File: src/rtl/multi_ported_sram_lvt_init_pkg.sv
// Shared helpers and constants for the LVT-based multi-ported SRAM.
// Address/LVT width helpers, sequencer states and read-during-write modes.
package multi_ported_sram_pkg;

    function automatic int aw_f(input int n);
        return (n > 1) ? $clog2(n) : 1;
    endfunction

    function automatic int lw_f(input int nw);
        return (nw > 1) ? $clog2(nw) : 1;
    endfunction

    typedef enum logic [0:0] {
        IDLE = 1'b0,
        INIT = 1'b1
    } state_e;

    localparam int RDW_OLD    = 0;
    localparam int RDW_BYPASS = 1;

endpackage

File: src/rtl/multi_ported_sram_lvt_init_if.sv
// Bus bundle for the multi-ported SRAM: read ports, write ports, init control.
// The master drives requests; the slave (memory) returns data and status.
interface multi_ported_sram_lvt_init_if #(
    parameter int NUM_W = 2,
    parameter int NUM_R = 2,
    parameter int W     = 32,
    parameter int AW    = 4
);
    logic [NUM_R-1:0]    ren;
    logic [NUM_R*AW-1:0] raddr;
    logic [NUM_R-1:0]    rvalid;
    logic [NUM_R*W-1:0]  rdata;
    logic [NUM_W-1:0]    wen;
    logic [NUM_W*AW-1:0] waddr;
    logic [NUM_W*W-1:0]  wdata;
    logic [NUM_W-1:0]    wconflict;
    logic                init;
    logic                busy_w;

    modport master (
        output ren, raddr, wen, waddr, wdata, init,
        input  rvalid, rdata, wconflict, busy_w
    );

    modport slave (
        input  ren, raddr, wen, waddr, wdata, init,
        output rvalid, rdata, wconflict, busy_w
    );
endinterface

File: src/rtl/multi_ported_sram_lvt_init_fsm.sv
// Initialisation sequencer: sweeps every entry once, then hands bank 0
// and the LVT write path back to the user ports.
module multi_ported_sram_lvt_init_fsm
    import multi_ported_sram_pkg::*;
#(
    parameter int             N           = 16,
    parameter int             W           = 32,
    parameter int             AW          = 4,
    parameter int             INIT_ON_RST = 1,
    parameter logic [W-1:0]   INIT_VALUE  = '0
) (
    input  logic          clk,
    input  logic          rst,
    input  logic          i_init,
    input  logic          i_we0,
    input  logic [AW-1:0] i_addr0,
    input  logic [W-1:0]  i_data0,
    output logic          o_busy,
    output logic          o_we0,
    output logic [AW-1:0] o_addr0,
    output logic [W-1:0]  o_data0,
    output logic          o_lvt_we,
    output logic [AW-1:0] o_lvt_addr
);
    localparam logic [0:0]    S_IDLE = IDLE;
    localparam logic [0:0]    S_INIT = INIT;
    localparam logic [0:0]    S_RST  = (INIT_ON_RST != 0) ? S_INIT : S_IDLE;
    localparam logic [AW-1:0] LAST   = AW'(N - 1);

    logic [0:0]    r_state;
    logic [AW-1:0] r_cnt;

    always_ff @(posedge clk or posedge rst) begin
        if (rst) begin
            r_state <= S_RST;
            r_cnt   <= '0;
        end else begin
            case (r_state)
                S_IDLE: begin
                    if (i_init) r_state <= S_INIT;
                end
                S_INIT: begin
                    if (r_cnt == LAST) begin
                        r_cnt   <= '0;
                        r_state <= S_IDLE;
                    end else begin
                        r_cnt <= r_cnt + 1'b1;
                    end
                end
                default: r_state <= S_IDLE;
            endcase
        end
    end

    assign o_busy = (r_state == S_INIT);

    // The sweep owns bank 0 and the LVT while busy.
    assign o_we0      = o_busy ? 1'b1       : i_we0;
    assign o_addr0    = o_busy ? r_cnt      : i_addr0;
    assign o_data0    = o_busy ? INIT_VALUE : i_data0;
    assign o_lvt_we   = o_busy;
    assign o_lvt_addr = r_cnt;

endmodule

File: src/rtl/multi_ported_sram_lvt_init.sv
// NUM_R-read / NUM_W-write memory: one bank per write port plus a
// Live-Value Table naming the port that last wrote each address.
module multi_ported_sram_lvt_init
    import multi_ported_sram_pkg::*;
#(
    parameter int           NUM_W       = 2,
    parameter int           NUM_R       = 2,
    parameter int           W           = 32,
    parameter int           N           = 16,
    parameter int           RDW_NEW     = 0,
    parameter int           INIT_ON_RST = 1,
    parameter logic [W-1:0] INIT_VALUE  = '0
) (
    input logic                      clk,
    input logic                      rst,
    multi_ported_sram_lvt_init_if.slave bus
);
    localparam int AW = aw_f(N);
    localparam int LW = lw_f(NUM_W);

    function automatic logic in_rng(input logic [AW-1:0] a);
        if ((1 << AW) == N) return 1'b1;
        return 32'(a) < 32'(N);
    endfunction

    logic [W-1:0]       r_bank [NUM_W][N];
    logic [NUM_R-1:0]   r_rvalid;
    logic [NUM_R*W-1:0] r_rdata;
    logic [NUM_W-1:0]   r_wconf;

    logic [AW-1:0]    w_wa   [NUM_W];
    logic [W-1:0]     w_wd   [NUM_W];
    logic [NUM_W-1:0] w_wok;
    logic [NUM_W-1:0] w_wdrop;
    logic [NUM_W-1:0] w_wwin;
    logic [AW-1:0]    w_ra   [NUM_R];
    logic [NUM_R-1:0] w_rok;
    logic [W-1:0]     w_rword[NUM_R];
    logic [NUM_R-1:0] w_byp;
    logic [W-1:0]     w_bypd [NUM_R];

    logic          w_busy;
    logic          w_we0;
    logic [AW-1:0] w_a0;
    logic [W-1:0]  w_d0;
    logic          w_lvt_we;
    logic [AW-1:0] w_lvt_addr;

    multi_ported_sram_lvt_init_fsm #(
        .N           (N),
        .W           (W),
        .AW          (AW),
        .INIT_ON_RST (INIT_ON_RST),
        .INIT_VALUE  (INIT_VALUE)
    ) u_fsm (
        .clk        (clk),
        .rst        (rst),
        .i_init     (bus.init),
        .i_we0      (w_wwin[0]),
        .i_addr0    (w_wa[0]),
        .i_data0    (w_wd[0]),
        .o_busy     (w_busy),
        .o_we0      (w_we0),
        .o_addr0    (w_a0),
        .o_data0    (w_d0),
        .o_lvt_we   (w_lvt_we),
        .o_lvt_addr (w_lvt_addr)
    );

    // Highest-indexed enabled port wins a shared address.
    always_comb begin
        w_wdrop = '0;
        for (int j = 0; j < NUM_W; j++) begin
            w_wa[j]  = bus.waddr[j*AW +: AW];
            w_wd[j]  = bus.wdata[j*W +: W];
            w_wok[j] = bus.wen[j] && in_rng(w_wa[j]);
        end
        for (int j = 0; j < NUM_W; j++) begin
            for (int k = j + 1; k < NUM_W; k++) begin
                if (w_wok[j] && w_wok[k] && w_wa[k] == w_wa[j])
                    w_wdrop[j] = 1'b1;
            end
        end
        w_wwin = w_wok & ~w_wdrop & {NUM_W{~w_busy}};
    end

    always_comb begin
        for (int i = 0; i < NUM_R; i++) begin
            w_ra[i]   = bus.raddr[i*AW +: AW];
            w_rok[i]  = in_rng(w_ra[i]);
            w_byp[i]  = 1'b0;
            w_bypd[i] = '0;
            for (int j = 0; j < NUM_W; j++) begin
                if (w_wwin[j] && w_rok[i] && w_wa[j] == w_ra[i]) begin
                    w_byp[i]  = 1'b1;
                    w_bypd[i] = w_wd[j];
                end
            end
        end
    end

    always_ff @(posedge clk) begin
        if (w_we0) r_bank[0][w_a0] <= w_d0;
        for (int j = 1; j < NUM_W; j++) begin
            if (w_wwin[j]) r_bank[j][w_wa[j]] <= w_wd[j];
        end
    end

    if (NUM_W > 1) begin : g_lvt
        logic [LW-1:0] r_lvt [N];

        always_ff @(posedge clk) begin
            if (w_lvt_we) r_lvt[w_lvt_addr] <= '0;
            for (int j = 0; j < NUM_W; j++) begin
                if (w_wwin[j]) r_lvt[w_wa[j]] <= LW'(j);
            end
        end

        // One-hot select of the live bank per read port.
        always_comb begin
            for (int i = 0; i < NUM_R; i++) begin
                w_rword[i] = '0;
                if (w_rok[i]) begin
                    for (int j = 0; j < NUM_W; j++) begin
                        if (r_lvt[w_ra[i]] == LW'(j))
                            w_rword[i] = w_rword[i] | r_bank[j][w_ra[i]];
                    end
                end
            end
        end
    end else begin : g_single
        always_comb begin
            for (int i = 0; i < NUM_R; i++) begin
                w_rword[i] = w_rok[i] ? r_bank[0][w_ra[i]] : '0;
            end
        end
    end

    always_ff @(posedge clk or posedge rst) begin
        if (rst) begin
            r_rvalid <= '0;
            r_rdata  <= '0;
            r_wconf  <= '0;
        end else begin
            r_rvalid <= bus.ren & {NUM_R{~w_busy}};
            r_wconf  <= w_busy ? '0 : w_wdrop;
            for (int i = 0; i < NUM_R; i++) begin
                if (bus.ren[i] && !w_busy) begin
                    r_rdata[i*W +: W] <=
                        (RDW_NEW == RDW_BYPASS && w_byp[i]) ?
                        w_bypd[i] : w_rword[i];
                end
            end
        end
    end

    assign bus.rvalid    = r_rvalid;
    assign bus.rdata     = r_rdata;
    assign bus.wconflict = r_wconf;
    assign bus.busy_w    = w_busy;

endmodule

File: src/flat_wrapper.sv
// flat-port wrapper written by rule: the top's interface ports become plain ports
module multi_ported_sram_lvt_init_flat import multi_ported_sram_pkg::*;
#(
    parameter int           NUM_W       = 2,
    parameter int           NUM_R       = 2,
    parameter int           W           = 32,
    parameter int           N           = 16,
    parameter int           RDW_NEW     = 0,
    parameter int           INIT_ON_RST = 1,
    parameter logic [W-1:0] INIT_VALUE  = '0
)
  (clk, rst, bus_ren, bus_raddr, bus_wen, bus_waddr, bus_wdata, bus_init, bus_rvalid, bus_rdata, bus_wconflict, bus_busy_w);
  multi_ported_sram_lvt_init_if #(.NUM_W(NUM_W), .NUM_R(NUM_R), .W(W), .AW(4)) bus_i ();
  input logic clk;
  input logic rst;
  input wire logic [$bits(bus_i.ren)-1:0] bus_ren;
  input wire logic [$bits(bus_i.raddr)-1:0] bus_raddr;
  input wire logic [$bits(bus_i.wen)-1:0] bus_wen;
  input wire logic [$bits(bus_i.waddr)-1:0] bus_waddr;
  input wire logic [$bits(bus_i.wdata)-1:0] bus_wdata;
  input wire logic [$bits(bus_i.init)-1:0] bus_init;
  output wire logic [$bits(bus_i.rvalid)-1:0] bus_rvalid;
  output wire logic [$bits(bus_i.rdata)-1:0] bus_rdata;
  output wire logic [$bits(bus_i.wconflict)-1:0] bus_wconflict;
  output wire logic [$bits(bus_i.busy_w)-1:0] bus_busy_w;
  assign bus_i.ren = bus_ren;
  assign bus_i.raddr = bus_raddr;
  assign bus_i.wen = bus_wen;
  assign bus_i.waddr = bus_waddr;
  assign bus_i.wdata = bus_wdata;
  assign bus_i.init = bus_init;
  assign bus_rvalid = bus_i.rvalid;
  assign bus_rdata = bus_i.rdata;
  assign bus_wconflict = bus_i.wconflict;
  assign bus_busy_w = bus_i.busy_w;
  multi_ported_sram_lvt_init #(.NUM_W(NUM_W), .NUM_R(NUM_R), .W(W), .N(N), .RDW_NEW(RDW_NEW), .INIT_ON_RST(INIT_ON_RST), .INIT_VALUE(INIT_VALUE)) u_core (.clk(clk), .rst(rst), .bus(bus_i));
endmodule
File: config.mk
export PLATFORM = sky130hd
export DESIGN_NAME = multi_ported_sram_lvt_init_flat
export DESIGN_NICKNAME = d
export VERILOG_FILES = /design/src/rtl/multi_ported_sram_lvt_init_pkg.sv /design/src/rtl/multi_ported_sram_lvt_init_if.sv /design/src/rtl/multi_ported_sram_lvt_init_fsm.sv /design/src/rtl/multi_ported_sram_lvt_init.sv /design/src/flat_wrapper.sv
export SDC_FILE = /design/constraint.sdc
export NUM_CORES = 1
export LEC_CHECK = 0
export CAP_MARGIN = 15
export CORE_MARGIN = 1.5
export CORE_UTILIZATION = 40
export DETAILED_ROUTE_END_ITERATION = 7
export PLACE_DENSITY = 0.57
export SLEW_MARGIN = 10
export SYNTH_ARGS = -nofsm -noshare
export SYNTH_HDL_FRONTEND = slang
export SYNTH_HIERARCHICAL = 1
export SYNTH_SLANG_ARGS = --single-unit
File: constraint.sdc
create_clock -name clk -period 6 [get_ports clk]
set_input_delay 0.9 -clock clk [delete_from_list [all_inputs] [get_ports clk]]
set_output_delay 0.9 -clock clk [all_outputs]
set_load 0.02 [all_outputs]
Yosys cells after proc, flatten, opt, wreduce, memory -nomap -nowiden
Memory sizes are Yosys's and may differ from the RTL's.
Index checks and enable logic that the tools add are counted.
Storage, ports and cells
  bits in registers: 73
  memories kept: 2
  input port bits: 87
  logic and storage cells: 77
  memory bits (writable): 1040
  output and inout port bits: 69
Memories
  u_core.r_bank: depth 2, width 512, rd ports 2, clocked after memory_dff 0, wr ports 2, RTL line multi_ported_sram_lvt_init.sv:26  | logic [W-1:0] r_bank [NUM_W][N];
  u_core.g_lvt.r_lvt: depth 16, width 1, rd ports 2, clocked after memory_dff 0, wr ports 2, RTL line multi_ported_sram_lvt_init.sv:110  | logic [LW-1:0] r_lvt [N];
Cells by class
  multiplexer cells: 41
  reduce and logical (&&, ||, !) cells: 8
  bitwise gates (word level): 11
  magnitude comparators: 6
  equal/unequal tests: 2
  add/sub/neg operators: 1
Operators with widths (number)
  two-way mux 512 bit: 2
  binary-select mux 32 bit (select 4 bit): 4
  two-way mux 32 bit: 15
  demux 32 bit (select 4 bit): 2
  bitwise OR 32 bit: 2
  >= comparator 5 bit, second input constant: 4
  inverter 4 -> 5 bit: 4
  two-way mux 1 bit: 14
  two-way mux 4 bit: 3
  < comparator 5 x 1 -> 1 bit, second input constant: 2
  bitwise AND 2 bit: 3
  logical AND 1 bit: 6
  adder 4 x 1 -> 4 bit, second input constant: 1
  equality test 4 bit: 1
  equality test 4 bit, second input constant: 1
  inverter 1 -> 2 bit: 1
  case mux 1 bit (2 select lines): 1
  zero test 1 bit: 1
  inverter 1 bit: 1
  OR reduction 1 bit: 1

Logic depth before layout (Yosys ltp)
Gate-level depths: netlist of run 1.
  depth in word-level cells: 10
  depth in mapped cells: 10
  mapped depth without buffers: 6

Cells and area by module
The synthesis of run 1 kept the hierarchy.
Modules (own cells, without submodules)
  multi_ported_sram_lvt_init: seq. area each 32746.4 um^2, cells each 2687, times used 1, area each 50260.7 um^2
  multi_ported_sram_lvt_init_fsm: seq. area each 126.4 um^2, cells each 64, times used 1, area each 515.5 um^2

Least setup slack after synthesis of run 1
No wires, ideal clock.
  path kind: input to register
  from: input port bus_waddr[6]
  to: memory u_core/r_bank[0][480] in the netlist's numbering, enable pin
  arrival time: 4.382 ns
  data required time: 5.539 ns
  setup slack: 1.157 ns
  stages on the path: 7
  setup time: 0.461 ns
  path buffers: 1
  cell sequence: buf_2 > xnor2_1 > and4_1 > a21oi_1 > or2_1 > or3b_2 > nor3_1
RTL lines
  start, declared: RTL line flat_wrapper.sv:19  | input wire logic [$bits(bus_i.waddr)-1:0] bus_waddr;
  end, declared: RTL line multi_ported_sram_lvt_init.sv:26

==> results of run 1 <==
-- power by group --
| part | internal [mW] | total (mW) | switching, mW |
|---|---|---|---|
| Sequential | 9.73 | 10.3 | 0.550 |
| Combinational | 1.65 | 4.19 | 2.54 |
| Clock | 4.03 | 7.02 | 2.99 |
| Total | 15.4 | 21.5 | 6.08 |
-- cells by family (layout without fill, tap and decap cells) --
kind of cell | Yosys count | after routing
flip-flops | 1112 | 1112
multiplexers | 653 | 653
AO/OA/AOI/OAI | 491 | 491
AND/OR/NAND/NOR | 259 | 259
buffers and inverters | 229 | 464
XOR/XNOR | 5 | 5
adder cells (fa/ha/maj) | 1 | 1
other | 1 | 2
-- synthesized netlist by cell type, types with 4 or more instances --
cell type / instances / area share (%)
nand2_1: 137 / 1.0
buf_2: 91 / 0.90
dfrtp_1: 71 / 3.5
mux4_2: 456 / 20
nor2_1: 30 / 0.22
edfxtp_1: 1024 / 61
mux2i_1: 65 / 1.3
a22oi_2: 4 / 0.099
nand2b_1: 13 / 0.16
o21ai_1: 114 / 1.1
o21ai_0: 94 / 0.93
a22oi_1: 192 / 2.8
clkbuf_1: 98 / 0.72
buf_1: 12 / 0.089
o221ai_1: 9 / 0.16
nand3_1: 5 / 0.049
dfxtp_1: 16 / 0.63
nor2b_1: 39 / 0.48
mux2_2: 132 / 2.9
nand3b_1: 8 / 0.12
inv_1: 8 / 0.059
o22ai_1: 64 / 0.79
nor3_1: 11 / 0.11
xnor2_1: 5 / 0.086
buf_6: 16 / 0.35
-- layer usage --
layer	up-vias	wire [µm]	part of all wire, %
met5	-	77	0.051
met4	12	3770	2.5
met3	264	12470	8.3
met2	1374	75090	50
met1	15680	59590	39
li1	11890	-	-
-- worst paths after layout --
check                                          start                    endpoint  slack, ns
worst max register to register   u_core/u_fsm/o_busy       u_core/r_bank[0][475]       2.49
worst max-delay path                    bus_waddr[3]       u_core/r_bank[0][475]       2.06
worst min register to register  u_core/bus.rdata[16]        u_core/bus.rdata[16]       0.49
min in group clk                u_core/bus.rdata[16]        u_core/bus.rdata[16]       0.49
worst min-delay path                             rst  u_core/u_fsm/o_lvt_addr[0]       0.47
max in group asynchronous                        rst        u_core/bus.rdata[60]       4.24
-- worst max-delay path: stages --
cell and delay (ns):
clkdlybuf4s50_1 0.72, xnor2_1 0.19, and4_1 0.28, a21oi_1 0.28, or2_1 0.23, or3b_2 0.58
nor2_4 0.85, buf_4 0.31
-- through the flow --
step,setup slack [ns],instance area [µm²],hold slack (ns),instances
global placement,1.317,54350,0.4692,4413
finish,2.055,58090,0.4699,4637
detailed placement,1.294,54370,0.4784,4414
global route,1.883,58080,0.4685,4636
floorplan,1.157,50780,0.4554,2751
CTS,2.026,58020,0.4315,4628
-- final cells by class --
cell class,count,share of cell area (%)
multi-input cells,1410,29.46
clock buffers,159,5.484
well taps,1650,3.554
clock inverters,55,0.8035
inverters,8,0.05385
repair buffers,242,4.045
flip-flops and latches,1112,56.59
diodes,1,0.004308
-- registers in the layout (all words and copies together), names as in the netlist --
| signal | cells |
|---|---|
| u_core/u_fsm/o_lvt_addr | 4 |
| u_core/bus.wconflict | 1 |
| u_core/bus.rvalid | 2 |
| u_core/bus.rdata | 64 |
| u_core/g_lvt.r_lvt | 16 |
| u_core/r_bank | 1024 |
| u_core/u_fsm/o_busy | 1 |
==> results.py, run 1 <==
metrics = {
    "layout": {
        "drive_above_1_share_pct": 30.38,
        "syn2layout_area_growth_pct": 14.40,
        "regArea_um2": 32870,
        "layout_common_cells": "1,024 x edfxtp_1, 456 x mux4_2, 192 x a22oi_1, 146 x clkdlybuf4s50_1, 135 x nand2_1",
        "nNetsFinal": 2978,
        "fill_cells": 10580,
        "final_common_cell": "edfxtp_1",
        "multi_input_area_um2": 17110,
        "fin_util_pct": 46.20,
    },
    "timing": {
        "clock_skew_ns": 0.02973,
        "tightestPinTransition_ns": 1.139,
        "fin_crit_ns": 3.945,
        "hold_violations": 0,
        "finalCritPeriodShare_pct": 65.75,
        "fmax_ghz": 0.2535,
        "tns_ns": 0,
        "slew_viol_final": 0,
        "rsz0062_at_grt": "no",
        "maxSlewHeadroom_pct": 23.91,
        "setup_viol": 0,
    },
    "clock_network": {
        "holdBufCountCts": 0,
        "cts_tree": "built",
        "cts_sinks": 1112,
        "htreeDepth": 3,
        "clk_latency_ns": 0.71,
        "clockRootBuffer": "clkbuf_16",
        "cts_buffer_depth": 3,
        "cts_buffers": 116,
        "post-cts-setup-buffer-count": 0,
        "postCtsResizedCells": 0,
        "cts.clk_slew.worst_paths_ns": 0.06,
    },
    "status": {
        "status": "completed",
    },
    "synth": {
        "yosysSeqAreaShare_pct": 64.74,
        "synth_warnings": 6,
        "yosys.area_share.simple_pct": 2.366,
        "synthAdderAreaFrac_pct": 0.02464,
        "synth_ff_type": "edfxtp_1",
        "synth_top_family_by_area": "multiplexers",
        "synth-seq-cells": 1112,
        "synth_cells": 2751,
        "syn-num-nets": 2839,
        "synth-edff-count": 1024,
        "synthXorXnorAreaFrac_pct": 0.08625,
        "avgSynthCellArea_um2": 18.46,
        "syn_area_um2": 50780,
        "synthDistinctLibCells": 46,
        "synth_mux_area_share_pct": 24.43,
        "synth-compound-area-share_pct": 6.158,
        "async_reset_ff_share_pct": 6.475,
    },
    "hold_path": {
        "worst_hold_path_type": "primary input to async pin",
    },
    "global_route": {
        "grtUsageMet3_pct": 4.305,
        "track_usage_pct": 23.24,
        "grt_pass1_vias": 30460,
        "antenna_found_initial": 12,
        "grt_first_pass_wirelength_um": 217600,
        "grt.overflow.total": 0,
        "use_met1_pct": 31.31,
        "grt_max_degree": 129,
        "grt_busiest_layer": "met2",
        "globalRouteMet2Util_pct": 38.83,
    },
    "floorplanning": {
        "start_util_pct": 40.38,
        "die_width_um": 359.3,
        "fp-row-count": 130,
        "io_pins": 156,
        "die_h_um": 359.3,
        "core_um2": 125700,
        "die_area_um2": 129100,
    },
    "placed_design": {
        "gp_congestion": 0.8072,
        "dpl.hpwl_um": 90050,
        "port_buffers": 154,
    },
    "worst_setup_path": {
        "cp-start-kind": "primary input",
        "crit_type": "primary input to flop",
        "cp_data_arrival_time_ns": 4.35,
        "end_kind": "flop",
        "ff2ff_path_depth": 5,
        "crit_fanout": 26,
        "crit_required_ns": 6.40,
    },
    "detailed_routing": {
        "wl_um": 151000,
        "drc": 0,
        "detail_route.first_pass.iterations": 5,
        "dr_total_vias": 29220,
        "ant_nets": 0,
        "initialDrtViolationCount": 3815,
        "wl_per_cell_um": 32.56,
        "drt-vias-per-instance": 6.301,
    },
    "power": {
        "p_per_area_nw_per_um2": 369.9,
        "peakVddDrop_mv": 0.2691,
        "power_mw": 21.49,
        "leakagePower_nw": 18.41,
    },
    "run": {
        "cap_violations": 0,
    },
}
No activity file was read; power rests on OpenSTA's default activity.
==> inputs of run 2 (changes only) <==
--- a/config.mk
+++ b/config.mk
@@ -9,7 +9,7 @@
 export CORE_MARGIN = 1.5
 export CORE_UTILIZATION = 40
 export DETAILED_ROUTE_END_ITERATION = 7
-export PLACE_DENSITY = 0.57
+export PLACE_DENSITY = 0.59
 export SLEW_MARGIN = 10
 export SYNTH_ARGS = -nofsm -noshare
 export SYNTH_HDL_FRONTEND = slang
==> constraint.sdc (replaced) <==
create_clock -name clk -period 3.4 [get_ports clk]
set_input_delay 0.51 -clock clk [delete_from_list [all_inputs] [get_ports clk]]
set_output_delay 0.51 -clock clk [all_outputs]
set_load 0.02 [all_outputs]
==> run 2 against run 1 <==
Net effect:
- die area stayed put
- count of clock-buffer cells in the layout unchanged
- worst hold slack worse by 0.41 ns
- critical path type is now flop to output port
- sequential cell count unchanged
- core utilization up 1.2 points
- clock power increased by 78%
- sequential share of layout area shrank 1.5 points
- clock skew grew 0.0027 ns
- critical endpoint is now bus_busy_w
- global-route usage is 0.11 points lower
- sequential power grew 76%
- wire length decreased by 0.36%
==> results.py, run 2 (synthesized netlist as in run 1, its figures left out) <==
metrics = {
    "status": {
        "status": "completed",
    },
    "clock_network": {
        "cts_buffers": 115,
        "post-cts-setup-buffer-count": 0,
        "clockRootBuffer": "clkbuf_16",
        "cts_buffer_depth": 3,
        "cts.clk_slew.worst_paths_ns": 0.06,
        "postCtsResizedCells": 0,
        "htreeDepth": 3,
        "cts_tree": "built",
        "holdBufCountCts": 0,
        "cts_sinks": 1112,
        "clk_latency_ns": 0.72,
    },
    "worst_setup_path": {
        "cp.buffers_inverters": 1,
        "crit_required_ns": 2.89,
        "path_delay_family": "flip-flops",
        "max_stage_delay_ns": 0.88,
        "crit_fanout": 20,
        "end_kind": "output port",
        "slowest_stage": "dfstp_2",
        "cp_data_arrival_time_ns": 2.30,
        "crit_type": "flop to output port",
        "cp-start-kind": "flop",
        "crit_chain": "clkdlybuf4s50_1",
    },
    "layout": {
        "syn2layout_area_growth_pct": 17.48,
        "antenna_cells": 0,
        "largest_reg_flops": 1024,
        "largest-register": "u_core/r_bank",
        "final_common_cell": "edfxtp_1",
        "fill_cells": 10280,
        "drive_above_1_share_pct": 33.04,
        "nNetsFinal": 3084,
        "layout_common_cells": "1,024 x edfxtp_1, 456 x mux4_2, 192 x a22oi_1, 146 x clkdlybuf4s50_1, 135 x nand2_1",
    },
    "global_route": {
        "grt_pass1_vias": 31080,
        "grt_max_degree": 97,
        "track_usage_pct": 23.13,
        "antenna_found_initial": 4,
        "grt.overflow.total": 0,
        "grt_first_pass_wirelength_um": 217800,
    },
    "timing": {
        "finalCritPeriodShare_pct": 82.70,
        "clock_skew_ns": 0.03240,
        "maxSlewHeadroom_pct": 22.19,
        "tns_ns": 0,
        "rsz0062_at_grt": "no",
        "slew_viol_final": 0,
        "tightestPinTransition_ns": 1.165,
        "setup_viol": 0,
        "fin_crit_ns": 2.812,
        "hold_violations": 0,
        "fmax_ghz": 0.3556,
    },
    "floorplanning": {
        "io_pins": 156,
        "start_util_pct": 40.38,
        "die_area_um2": 129100,
        "die_h_um": 359.3,
        "die_width_um": 359.3,
        "core_um2": 125700,
        "fp-row-count": 130,
    },
    "run": {
        "cap_violations": 0,
    },
    "detailed_routing": {
        "drc": 0,
        "wl_um": 150400,
        "dr_total_vias": 29610,
        "initialDrtViolationCount": 3192,
        "wl_per_cell_um": 31.72,
        "drt-vias-per-instance": 6.243,
        "detail_route.first_pass.iterations": 6,
        "ant_nets": 0,
    },
    "placed_design": {
        "dpl.hpwl_um": 94990,
        "gp_congestion": 0.8221,
        "port_buffers": 154,
    },
    "power": {
        "p_sw_share_pct": 28.17,
        "p_int_mw": 27.67,
        "p_comb_share_pct": 20.5,
        "power_frac_clock_pct": 32.6,
        "power_mw": 38.53,
        "power_switching_mw": 10.85,
        "power_frac_seq_pct": 46.9,
        "peakVddDrop_mv": 0.5694,
        "leakagePower_nw": 19.18,
        "p_per_area_nw_per_um2": 645.9,
    },
    "hold_path": {
        "worst_hold_path_type": "primary input to async pin",
    },
}
run 2: cell count changes in the layout (fill, tap and decap cells not counted), sizes merged:
| cell | delta |
|---|---|
| buf | +106 |
| diode | -1 |
| clkbuf | +1 |
| inv | +1 |
| bufinv | +2 |
| clkinvlp | -3 |
run 2: power groups by stage:
| stage | Sequential [mW] | Clock, mW | Combinational, mW |
|---|---|---|---|
| 2_1_floorplan | 18.4 | 0 | 3.94 |
| 3_3_place_gp | 18.2 | 0 | 7.74 |
| 3_5_place_dp | 18.3 | 0 | 7.87 |
| 4_1_cts | 18.1 | 12.8 | 7.90 |
| 5_1_grt | 18.3 | 13.3 | 8.34 |
| 6_report | 18.1 | 12.5 | 7.89 |
run 2: routing by layer:
metal / part of all wire, % / GRT usage [%]
met3: 8.5 / 5.011
met1: 40 / 30.87
met5: 0.014 / 0
met2: 50 / 38.34
met4: 2.3 / 6.249
run 2: worst paths after layout:
path | cells past startpoint | startpoint | slack (ns) | to
max | 1 | u_core/u_fsm/o_busy | 0.59 | bus_busy_w
min | 2 | rst | 0.06 | u_core/u_fsm/o_lvt_addr[1]
max reg2reg | 4 | u_core/u_fsm/o_busy | 0.61 | u_core/r_bank[0][499]
min reg2reg | 2 | u_core/bus.rdata[43] | 0.49 | u_core/bus.rdata[43]
max in group asynchronous | 3 | rst | 2.39 | u_core/bus.rdata[53]
min in group clk | 3 | bus_init | 0.33 | u_core/u_fsm/o_busy
run 2: layout make-up:
| class | instances | area, µm² | area share (%) |
|---|---|---|---|
| Inverter | 8 | 31.28 | 0.05244 |
| Tap cell | 1650 | 2064 | 3.461 |
| Multi-Input combinational cell | 1410 | 17160 | 28.77 |
| Sequential cell | 1112 | 32870 | 55.11 |
| Clock buffer | 159 | 3184 | 5.338 |
| Timing Repair Buffer | 349 | 3779 | 6.335 |
| Clock inverter | 55 | 555.5 | 0.9313 |
run 2: metrics by stage:
stage / setup WS [ns] / hold WS [ns] / std cells / util [%] / area, µm²
floorplan: -0.2382 / 0.2878 / 2751 / - / 50820
global placement: 0.1035 / 0.4747 / 4523 / 44.42 / 55850
detailed placement: 0.09604 / 0.4770 / 4523 / 44.42 / 55850
CTS: 0.5389 / 0.03236 / 4737 / 47.40 / 59590
global route: 0.5428 / 0.09138 / 4743 / 47.44 / 59650
finish: 0.5882 / 0.06455 / 4743 / 47.44 / 59650
